--- src/rtl/ndma_pkg.sv ---
// Shared types and constants for the NanoDMA blocks.
//   rd_state_t      : read-manager FSM states
//   NDMA_WORD_BYTES : bytes per bus word (address stride)
//   NDMA_BE_FULL    : byte enable for a full-word access
package ndma_pkg;

    typedef enum logic [1:0] {
        IDLE,
        ISSUE,
        DRAIN
    } rd_state_t;

    localparam int unsigned NDMA_WORD_BYTES = 4;
    localparam logic [3:0]  NDMA_BE_FULL    = 4'hF;

endpackage

--- src/rtl/obi_bus.sv ---
// Minimal OBI bus bundle (32-bit address/data, single-bit ID and optional fields).
//   Manager     : drives the A channel, receives gnt and the R channel
//   Subordinate : mirror image of Manager
interface OBI_BUS;

    logic        req;
    logic        gnt;
    logic [31:0] addr;
    logic        we;
    logic [3:0]  be;
    logic [31:0] wdata;
    logic        aid;
    logic        a_optional;
    logic        rvalid;
    logic [31:0] rdata;
    logic        err;

    modport Manager (
        output req, addr, we, be, wdata, aid, a_optional,
        input  gnt, rvalid, rdata, err
    );

    modport Subordinate (
        input  req, addr, we, be, wdata, aid, a_optional,
        output gnt, rvalid, rdata, err
    );

endinterface

--- src/rtl/ndma_rsp_fifo.sv ---
// Response FIFO with first-word fall-through from registered storage.
//   clk_i, rst_ni    : clock, synchronous active-low reset
//   push_i, data_i   : write port (ignored when full)
//   pop_i, data_o    : read port; data_o is the head word, 0 when empty
//   full_o, empty_o  : status flags
//   count_o          : number of stored words, 0..Depth
module ndma_rsp_fifo #(
    parameter int unsigned Depth = 4,
    parameter int unsigned Width = 32,
    localparam int unsigned CntW = $clog2(Depth + 1)
) (
    input  logic             clk_i,
    input  logic             rst_ni,
    input  logic             push_i,
    input  logic [Width-1:0] data_i,
    input  logic             pop_i,
    output logic [Width-1:0] data_o,
    output logic             full_o,
    output logic             empty_o,
    output logic [CntW-1:0]  count_o
);

    localparam int unsigned PtrW = $clog2(Depth);

    logic [Width-1:0] mem_q [Depth];
    logic [PtrW-1:0]  wr_ptr_q, rd_ptr_q;
    logic [CntW-1:0]  count_q;
    logic             wr_en, rd_en;

    assign full_o  = (count_q == CntW'(Depth));
    assign empty_o = (count_q == '0);
    assign count_o = count_q;
    assign wr_en   = push_i & ~full_o;
    assign rd_en   = pop_i & ~empty_o;
    assign data_o  = empty_o ? '0 : mem_q[rd_ptr_q];

    // Storage needs no reset; empty_o masks stale contents.
    always_ff @(posedge clk_i) begin
        if (wr_en) begin
            mem_q[wr_ptr_q] <= data_i;
        end
    end

    always_ff @(posedge clk_i) begin
        if (!rst_ni) begin
            wr_ptr_q <= '0;
            rd_ptr_q <= '0;
            count_q  <= '0;
        end else begin
            if (wr_en) wr_ptr_q <= wr_ptr_q + 1'b1;
            if (rd_en) rd_ptr_q <= rd_ptr_q + 1'b1;
            case ({wr_en, rd_en})
                2'b10:   count_q <= count_q + 1'b1;
                2'b01:   count_q <= count_q - 1'b1;
                default: count_q <= count_q;
            endcase
        end
    end

endmodule

--- src/rtl/ndma_read_mgr.sv ---
// NanoDMA source-side OBI read manager: issues pipelined full-word reads from a
// start address, buffers responses and streams them out in order.
//   clk_i, rst_ni     : clock, synchronous active-low reset
//   start_i           : start pulse (ignored while busy_o)
//   addr_i, len_i     : start byte address (word aligned internally), word count
//   busy_o, done_o    : transfer in progress, one-cycle end pulse
//   err_o             : sticky response error, cleared by the next start
//   data_o, valid_o   : output stream head word / valid
//   ready_i           : output stream ready
//   read_mgr          : OBI manager port (read-only traffic)
module ndma_read_mgr
    import ndma_pkg::*;
#(
    parameter int unsigned FifoDepth      = 4,
    parameter int unsigned MaxOutstanding = 2,
    parameter int unsigned LenWidth       = 16
) (
    input  logic                clk_i,
    input  logic                rst_ni,
    input  logic                start_i,
    input  logic [31:0]         addr_i,
    input  logic [LenWidth-1:0] len_i,
    output logic                busy_o,
    output logic                done_o,
    output logic                err_o,
    output logic [31:0]         data_o,
    output logic                valid_o,
    input  logic                ready_i,
    OBI_BUS.Manager             read_mgr
);

    localparam int unsigned InfW = $clog2(MaxOutstanding + 1);
    localparam int unsigned OccW = $clog2(FifoDepth + 1);

    rd_state_t           state_q, state_d;
    logic [31:0]         base_q, base_d, addr_q, addr_d;
    logic [LenWidth-1:0] len_q, len_d, issued_q, issued_d, received_q, received_d;
    logic [InfW-1:0]     inflight_q, inflight_d;
    logic                req_q, req_d, err_q, err_d, done_q, done_d;

    logic [OccW-1:0]     occupancy;
    logic [31:0]         occ_nxt, start_base;
    logic                gnt_fire, rsp_fire, fifo_push, pop, fifo_full, fifo_empty;
    logic                can_issue, can_issue_after;

    assign gnt_fire   = req_q & read_mgr.gnt;
    // Responses with nothing in flight (e.g. after a reset) are dropped.
    assign rsp_fire   = read_mgr.rvalid & (inflight_q != '0);
    assign fifo_push  = rsp_fire & ~fifo_full;
    assign pop        = valid_o & ready_i;
    assign occ_nxt    = 32'(occupancy) + 32'(fifo_push) - 32'(pop);
    assign start_base = addr_i & ~32'(NDMA_WORD_BYTES - 1);

    // Credit rule: every in-flight or pending read owns a FIFO slot.
    assign can_issue = (issued_q < len_q)
                     && (32'(inflight_q) < MaxOutstanding)
                     && (32'(inflight_q) + 32'(occupancy) + 32'(req_q) < FifoDepth);

    // Re-evaluated in a grant cycle to allow back-to-back requests; the
    // granted read still counts against credits, a same-cycle pop does not.
    assign can_issue_after = (issued_d < len_q)
                           && (32'(inflight_d) < MaxOutstanding)
                           && (32'(inflight_q) + 32'd1 + 32'(occupancy) < FifoDepth);

    ndma_rsp_fifo #(
        .Depth (FifoDepth),
        .Width (32)
    ) u_fifo (
        .clk_i   (clk_i),
        .rst_ni  (rst_ni),
        .push_i  (fifo_push),
        .data_i  (read_mgr.rdata),
        .pop_i   (pop),
        .data_o  (data_o),
        .full_o  (fifo_full),
        .empty_o (fifo_empty),
        .count_o (occupancy)
    );

    always_comb begin
        state_d    = state_q;
        base_d     = base_q;
        len_d      = len_q;
        issued_d   = issued_q;
        received_d = received_q;
        inflight_d = inflight_q;
        req_d      = req_q;
        addr_d     = addr_q;
        err_d      = err_q;
        done_d     = 1'b0;

        if (gnt_fire) issued_d = issued_q + 1'b1;
        if (rsp_fire) begin
            received_d = received_q + 1'b1;
            if (read_mgr.err) err_d = 1'b1;
        end
        case ({gnt_fire, rsp_fire})
            2'b10:   inflight_d = inflight_q + 1'b1;
            2'b01:   inflight_d = inflight_q - 1'b1;
            default: inflight_d = inflight_q;
        endcase

        unique case (state_q)
            IDLE: begin
                req_d = 1'b0;
                if (start_i) begin
                    err_d      = 1'b0;
                    issued_d   = '0;
                    received_d = '0;
                    inflight_d = '0;
                    if (len_i != '0) begin
                        state_d = ISSUE;
                        base_d  = start_base;
                        len_d   = len_i;
                        // First request needs no credit check: everything is empty.
                        req_d   = 1'b1;
                        addr_d  = start_base;
                    end else begin
                        done_d = 1'b1;
                    end
                end
            end
            ISSUE: begin
                if (gnt_fire) begin
                    req_d  = can_issue_after;
                    addr_d = base_q + 32'(issued_d) * NDMA_WORD_BYTES;
                    if (issued_d == len_q) state_d = DRAIN;
                end else if (!req_q && can_issue) begin
                    req_d  = 1'b1;
                    addr_d = base_q + 32'(issued_q) * NDMA_WORD_BYTES;
                end
            end
            DRAIN: begin
                if ((received_d == len_q) && (occ_nxt == 32'd0)) begin
                    state_d = IDLE;
                    done_d  = 1'b1;
                end
            end
            default: state_d = IDLE;
        endcase
    end

    always_ff @(posedge clk_i) begin
        if (!rst_ni) begin
            state_q    <= IDLE;
            base_q     <= '0;
            len_q      <= '0;
            issued_q   <= '0;
            received_q <= '0;
            inflight_q <= '0;
            req_q      <= 1'b0;
            addr_q     <= '0;
            err_q      <= 1'b0;
            done_q     <= 1'b0;
        end else begin
            state_q    <= state_d;
            base_q     <= base_d;
            len_q      <= len_d;
            issued_q   <= issued_d;
            received_q <= received_d;
            inflight_q <= inflight_d;
            req_q      <= req_d;
            addr_q     <= addr_d;
            err_q      <= err_d;
            done_q     <= done_d;
        end
    end

    assign busy_o  = (state_q != IDLE);
    assign done_o  = done_q;
    assign err_o   = err_q;
    assign valid_o = ~fifo_empty;

    assign read_mgr.req        = req_q;
    assign read_mgr.addr       = addr_q;
    assign read_mgr.we         = 1'b0;
    assign read_mgr.be         = NDMA_BE_FULL;
    assign read_mgr.wdata      = '0;
    assign read_mgr.aid        = 1'b0;
    assign read_mgr.a_optional = 1'b0;

endmodule

--- src/flat_wrapper.sv ---
// flat-port wrapper written by rule: the top's interface ports become plain ports
module ndma_read_mgr_flat import ndma_pkg::*;
#(
    parameter int unsigned FifoDepth      = 4,
    parameter int unsigned MaxOutstanding = 2,
    parameter int unsigned LenWidth       = 16
)
  (clk_i, rst_ni, start_i, addr_i, len_i, busy_o, done_o, err_o, data_o, valid_o, ready_i, read_mgr_req, read_mgr_addr, read_mgr_we, read_mgr_be, read_mgr_wdata, read_mgr_aid, read_mgr_a_optional, read_mgr_gnt, read_mgr_rvalid, read_mgr_rdata, read_mgr_err);
  OBI_BUS read_mgr_i ();
  input  logic clk_i;
  input  logic rst_ni;
  input  logic start_i;
  input  logic [31:0] addr_i;
  input  logic [LenWidth-1:0] len_i;
  output logic busy_o;
  output logic done_o;
  output logic err_o;
  output logic [31:0] data_o;
  output logic valid_o;
  input  logic ready_i;
  output wire logic [$bits(read_mgr_i.req)-1:0] read_mgr_req;
  output wire logic [$bits(read_mgr_i.addr)-1:0] read_mgr_addr;
  output wire logic [$bits(read_mgr_i.we)-1:0] read_mgr_we;
  output wire logic [$bits(read_mgr_i.be)-1:0] read_mgr_be;
  output wire logic [$bits(read_mgr_i.wdata)-1:0] read_mgr_wdata;
  output wire logic [$bits(read_mgr_i.aid)-1:0] read_mgr_aid;
  output wire logic [$bits(read_mgr_i.a_optional)-1:0] read_mgr_a_optional;
  input wire logic [$bits(read_mgr_i.gnt)-1:0] read_mgr_gnt;
  input wire logic [$bits(read_mgr_i.rvalid)-1:0] read_mgr_rvalid;
  input wire logic [$bits(read_mgr_i.rdata)-1:0] read_mgr_rdata;
  input wire logic [$bits(read_mgr_i.err)-1:0] read_mgr_err;
  assign read_mgr_req = read_mgr_i.req;
  assign read_mgr_addr = read_mgr_i.addr;
  assign read_mgr_we = read_mgr_i.we;
  assign read_mgr_be = read_mgr_i.be;
  assign read_mgr_wdata = read_mgr_i.wdata;
  assign read_mgr_aid = read_mgr_i.aid;
  assign read_mgr_a_optional = read_mgr_i.a_optional;
  assign read_mgr_i.gnt = read_mgr_gnt;
  assign read_mgr_i.rvalid = read_mgr_rvalid;
  assign read_mgr_i.rdata = read_mgr_rdata;
  assign read_mgr_i.err = read_mgr_err;
  ndma_read_mgr #(.FifoDepth(FifoDepth), .MaxOutstanding(MaxOutstanding), .LenWidth(LenWidth)) u_core (.clk_i(clk_i), .rst_ni(rst_ni), .start_i(start_i), .addr_i(addr_i), .len_i(len_i), .busy_o(busy_o), .done_o(done_o), .err_o(err_o), .data_o(data_o), .valid_o(valid_o), .ready_i(ready_i), .read_mgr(read_mgr_i));
endmodule
--- config.mk ---
export PLATFORM = sky130hd
export DESIGN_NAME = ndma_read_mgr_flat
export DESIGN_NICKNAME = d
export VERILOG_FILES = /design/src/rtl/ndma_pkg.sv /design/src/rtl/obi_bus.sv /design/src/rtl/ndma_rsp_fifo.sv /design/src/rtl/ndma_read_mgr.sv /design/src/flat_wrapper.sv
export SDC_FILE = /design/constraint.sdc
export NUM_CORES = 1
export LEC_CHECK = 0
export ABC_AREA = 0
export CORE_MARGIN = 4
export CORE_UTILIZATION = 50
export CTS_CLUSTER_SIZE = 28
export DETAILED_ROUTE_END_ITERATION = 12
export GPL_ROUTABILITY_DRIVEN = 0
export GPL_TIMING_DRIVEN = 0
export HOLD_SLACK_MARGIN = 0.02
export PLACE_DENSITY = 0.75
export SLEW_MARGIN = 10
export SYNTH_ARGS = -nofsm -noshare
export SYNTH_HDL_FRONTEND = slang
export SYNTH_SLANG_ARGS = --single-unit
--- constraint.sdc ---
create_clock -name clk_i -period 4.2 [get_ports clk_i]
set_clock_uncertainty 0.15 [all_clocks]
set_input_delay 0.84 -clock clk_i [delete_from_list [all_inputs] [get_ports clk_i]]
set_output_delay 0.84 -clock clk_i [all_outputs]
set_load 0.02 [all_outputs]
==> impl_metrics.yaml <==
die:
  die_height_um: 171
  initial_core_utilization_pct: 50.8
  chipWidth_um: 171
  rows: 59
  top_level_ports: 195
  core_area_mm2: 0.0261
  die_area_mm2: 0.0292
cts:
  cts-buffers-inserted: 26
  clkLatencyLatePin_ns: 0.55
  clk_pin_slew_worst_paths_ns: 0.06
  cts_hold_buffers: 0
  cts_num_sinks: 252
  htree_num_levels: 1
  clock_buffer_depth: 3
  cts_tree: "built"
  cts_root_buf: "sky130_fd_sc_hd__clkbuf_16"
logic_synthesis:
  synth.top_cells.by_area: "sky130_fd_sc_hd__edfxtp_1, sky130_fd_sc_hd__dfxtp_1, sky130_fd_sc_hd__ha_1"
  postSynthRegisterBits: 252
  ys_seq_area_share_pct: 47.6
  ys_async_sr_fraction_pct: 0
  synth_largest_area_cell: "sky130_fd_sc_hd__edfxtp_1"
  synth-edff-count: 128
  synth_area_mm2: 0.0133
  post_synth_cell_types: 76
  synth_cells: 1290
  synthesis.yosys.warnings: 0
  avgSynthCellArea_um2: 10.3
  synth_largest_type_area_fraction_pct: 28.9
  yosys_most_used_dff: "sky130_fd_sc_hd__edfxtp_1"
global_route:
  number_of_antenna_violations_at_the_first_check_in_global_routing: 0
  grt_start_max_net_pins: 23
  grt_pass1_wl_um: 55100
  grt_remaining_overflow: 0
  first_global_vias: 10266
  gr-usage-all-layers_pct: 23.6
detailed_routing:
  drtAntennaViolNets: 0
  wl_um: 35100
  drc: 0
  routed_wire_length_per_instance_um: 18.8
  drt_first_pass_iters: 6
  detailroute.via_count: 10614
  drt-initial-drc-count: 1011
  avgViaCountPerCell: 5.68
pwr:
  p_leak_nw: 6.31
  peakVddDrop_mv: 0.294
  pwr_density_cell_mw_per_mm2: 378
sta:
  timing.slew.headroom_pct: 33.6
  min_period_ns: 4.04
  fmax_mhz: 247
  layout_worst_path_cycle_share_pct: 96.2
  report.final.hold_viol_count: 0
  setup-violations-final: 0
  layout_setup_ws_ns: 0.158
  tightest_slew_ns: 0.993
  timing_max_transition_violations_final: 0
  hold_slack_ns: 0.310
  tns_ns: 0
critical_path:
  launch_instance_of_the_worst_register_to_register_path: "u_core.read_mgr.req"
  timing_worst_setup_path_type: "primary input to flip-flop"
  cp-end-kind: "flip-flop"
  required_time_of_the_critical_path_ns: 4.47
  end_of_the_worst_register_to_register_path: "u_core.read_mgr.addr[28]"
  cp_cell_sequence: "clkdlybuf4s15_1 -> nand2_1 -> xor2_2 -> inv_1 -> ha_1 -> fa_1 -> a211oi_1 -> o21ai_1 -> a211oi_2 -> nor4_4 -> o211a_1 -> nor3_1 -> o22ai_1"
  reg2reg_setup_slack_ns: 0.18
  timing.critical_path.from_type: "primary input"
  critical_path.max_stage_delay_ns: 0.50
  critical_path_arrival_ns: 4.31
  timing.reg2reg.worst_path_depth: 12
  worst_setup_path_startpoint: "read_mgr_gnt"
  path_max_fanout: 8
  cp_slowest_cell: "sky130_fd_sc_hd__fa_1"
placed_design:
  placed_cell_area_mm2: 0.0154
  dp_hpwl_um: 25900
  dpl_worst_slack_ns: -1.35
  numPortBuffers: 150
cells_and_area:
  antenna_cells: 0
  nets_finish: 1670
  finish.instance_area_mm2: 0.0166
  layout-drive-gt1-share_pct: 12.3
  area_delta_synth_final_pct: 24.7
  mostFrequentLayoutCell: "sky130_fd_sc_hd__nand2_1"
  commonest_cells_after_routing_fill_and_taps_aside: "sky130_fd_sc_hd__nand2_1, sky130_fd_sc_hd__clkdlybuf4s50_1, sky130_fd_sc_hd__edfxtp_1"
flow_run:
  timing.max_cap.violations: 0
hold_path:
  min_delay_worst_endpoint: "u_core.len_q[6]"
  worstHoldStart: "u_core.len_q[6]"
  hold_path.class: "flip-flop to flip-flop"
  whs_path_depth: 2
status:
  status: "complete, no violations"
==> cell families (layout without fill, tap and decap cells) <==
group	after synthesis	in the layout	share of synthesized area, %
flip-flops	252	252	47.6
multiplexers	41	41	6.10
XOR/XNOR	74	74	5.51
adder cells (fa/ha/maj)	68	68	6.57
AND/OR/NAND/NOR	472	472	17.2
buffers and inverters	151	356	5.66
AO/OA/AOI/OAI	230	230	11.2
other	2	41	0.0565
==> through the flow <==
| step | power [mW] | util, % | cells |
|---|---|---|---|
| 2_1_floorplan | 3.54 | - | 1329 |
| 3_3_place_gp | 4.04 | 58.7 | 1814 |
| 3_5_place_dp | 4.07 | 59.1 | 1818 |
| 4_1_cts | 6.27 | 63.0 | 1867 |
| 5_1_grt | 6.52 | 63.4 | 1869 |
| 6_report | 6.27 | 63.4 | 1869 |
==> metal layers <==
metal	vias up	wire length (um)	global-route usage (%)
li1	5003	-	-
met1	5082	14900	32.2
met3	81	2450	2.93
met2	448	16800	39.7
met4	0	1000	7.20
met5	-	0	0
==> layout make-up <==
class	instances	area (um^2)
plain buffers	95	566
clock inverters	16	131
repair buffers	159	1640
fillers	2068	9570
clock buffers	31	679
multi-input cells	926	6590
flip-flops and latches	252	6340
well taps	335	419
inverters	55	206
==> worst max-delay path by stage <==
stage,slack [ns],end,depth (start not counted)
after floorplan,0.002,u_core.read_mgr.addr[20],13
after global placement,-1.38,u_core.read_mgr.addr[20],13
after detailed placement,-1.35,u_core.read_mgr.addr[20],13
final,0.16,u_core.read_mgr.addr[28],13
after global routing,-0.03,u_core.done_o,16
after CTS,0.0001,u_core.done_o,15
==> sequential cells by signal (all words and copies together) (netlist names), named ones only <==
signal	count
u_core.read_mgr.addr	30
u_core.inflight_q	2
u_core.done_o	1
u_core.len_q	16
u_core.u_fifo.wr_ptr_q	2
u_core.u_fifo.count_o	3
u_core.u_fifo.mem_q	128
u_core.read_mgr.req	1
u_core.base_q	30
u_core.issued_q	16
u_core.err_o	1
u_core.u_fifo.rd_ptr_q	2
u_core.state_q	2
u_core.received_q	16
==> power by group <==
part / switching [mW] / total, mW / internal [mW]
clock: 0.979 / 2.20 / 1.22
combinational: 0.705 / 1.32 / 0.618
sequential: 0.0738 / 2.74 / 2.67
==> cells in the mapped netlist (4+ instances only) <==
cell type,count
sky130_fd_sc_hd__o211ai_1,8
sky130_fd_sc_hd__o21ai_0,35
sky130_fd_sc_hd__nand2_1,176
sky130_fd_sc_hd__a31oi_1,13
sky130_fd_sc_hd__nand3_1,28
sky130_fd_sc_hd__inv_1,55
sky130_fd_sc_hd__nand3b_1,5
sky130_fd_sc_hd__buf_6,4
sky130_fd_sc_hd__and3_1,8
sky130_fd_sc_hd__xnor3_1,5
sky130_fd_sc_hd__o2111ai_1,7
sky130_fd_sc_hd__o21bai_1,5
sky130_fd_sc_hd__o311ai_0,4
sky130_fd_sc_hd__edfxtp_1,128
sky130_fd_sc_hd__nand4_1,13
sky130_fd_sc_hd__buf_4,41
sky130_fd_sc_hd__or3_1,5
sky130_fd_sc_hd__a2111oi_0,5
sky130_fd_sc_hd__nor3b_1,8
sky130_fd_sc_hd__xor2_1,22
sky130_fd_sc_hd__buf_1,5
sky130_fd_sc_hd__o2111a_1,4
sky130_fd_sc_hd__xnor2_1,46
sky130_fd_sc_hd__dfxtp_1,124
sky130_fd_sc_hd__nor2b_1,6
sky130_fd_sc_hd__clkbuf_1,45
sky130_fd_sc_hd__a311oi_1,12
sky130_fd_sc_hd__a21o_1,17
sky130_fd_sc_hd__and4_1,7
sky130_fd_sc_hd__nand2b_1,11
sky130_fd_sc_hd__mux4_2,32
sky130_fd_sc_hd__mux2i_1,9
sky130_fd_sc_hd__o22ai_1,6
sky130_fd_sc_hd__or2_2,6
sky130_fd_sc_hd__ha_1,65
sky130_fd_sc_hd__a21oi_1,81
sky130_fd_sc_hd__nor2_1,107
sky130_fd_sc_hd__a211oi_1,9
sky130_fd_sc_hd__nor4_1,14
sky130_fd_sc_hd__and2_1,42
sky130_fd_sc_hd__nor3_1,21
==> repair_timing <==
action / 4_1_cts / 5_1_grt
setup endpoints to repair: 48 / 14
pin swaps: 3 / 8
setup buffers: 2 / 3
gates cloned: 0 / 0
resized for setup: 41 / 24
==> worst max-delay path: cells and delay by family <==
kind	cells	cell delay [ns]
and+or+nand+nor	3	0.68
buffers and inverters	2	0.37
AOI/OAI and AO/OA	5	1.41
xor gates and xnor gates	1	0.28
adders and majority gates	2	0.72
Note: power is estimated with default switching activity, not from simulation.
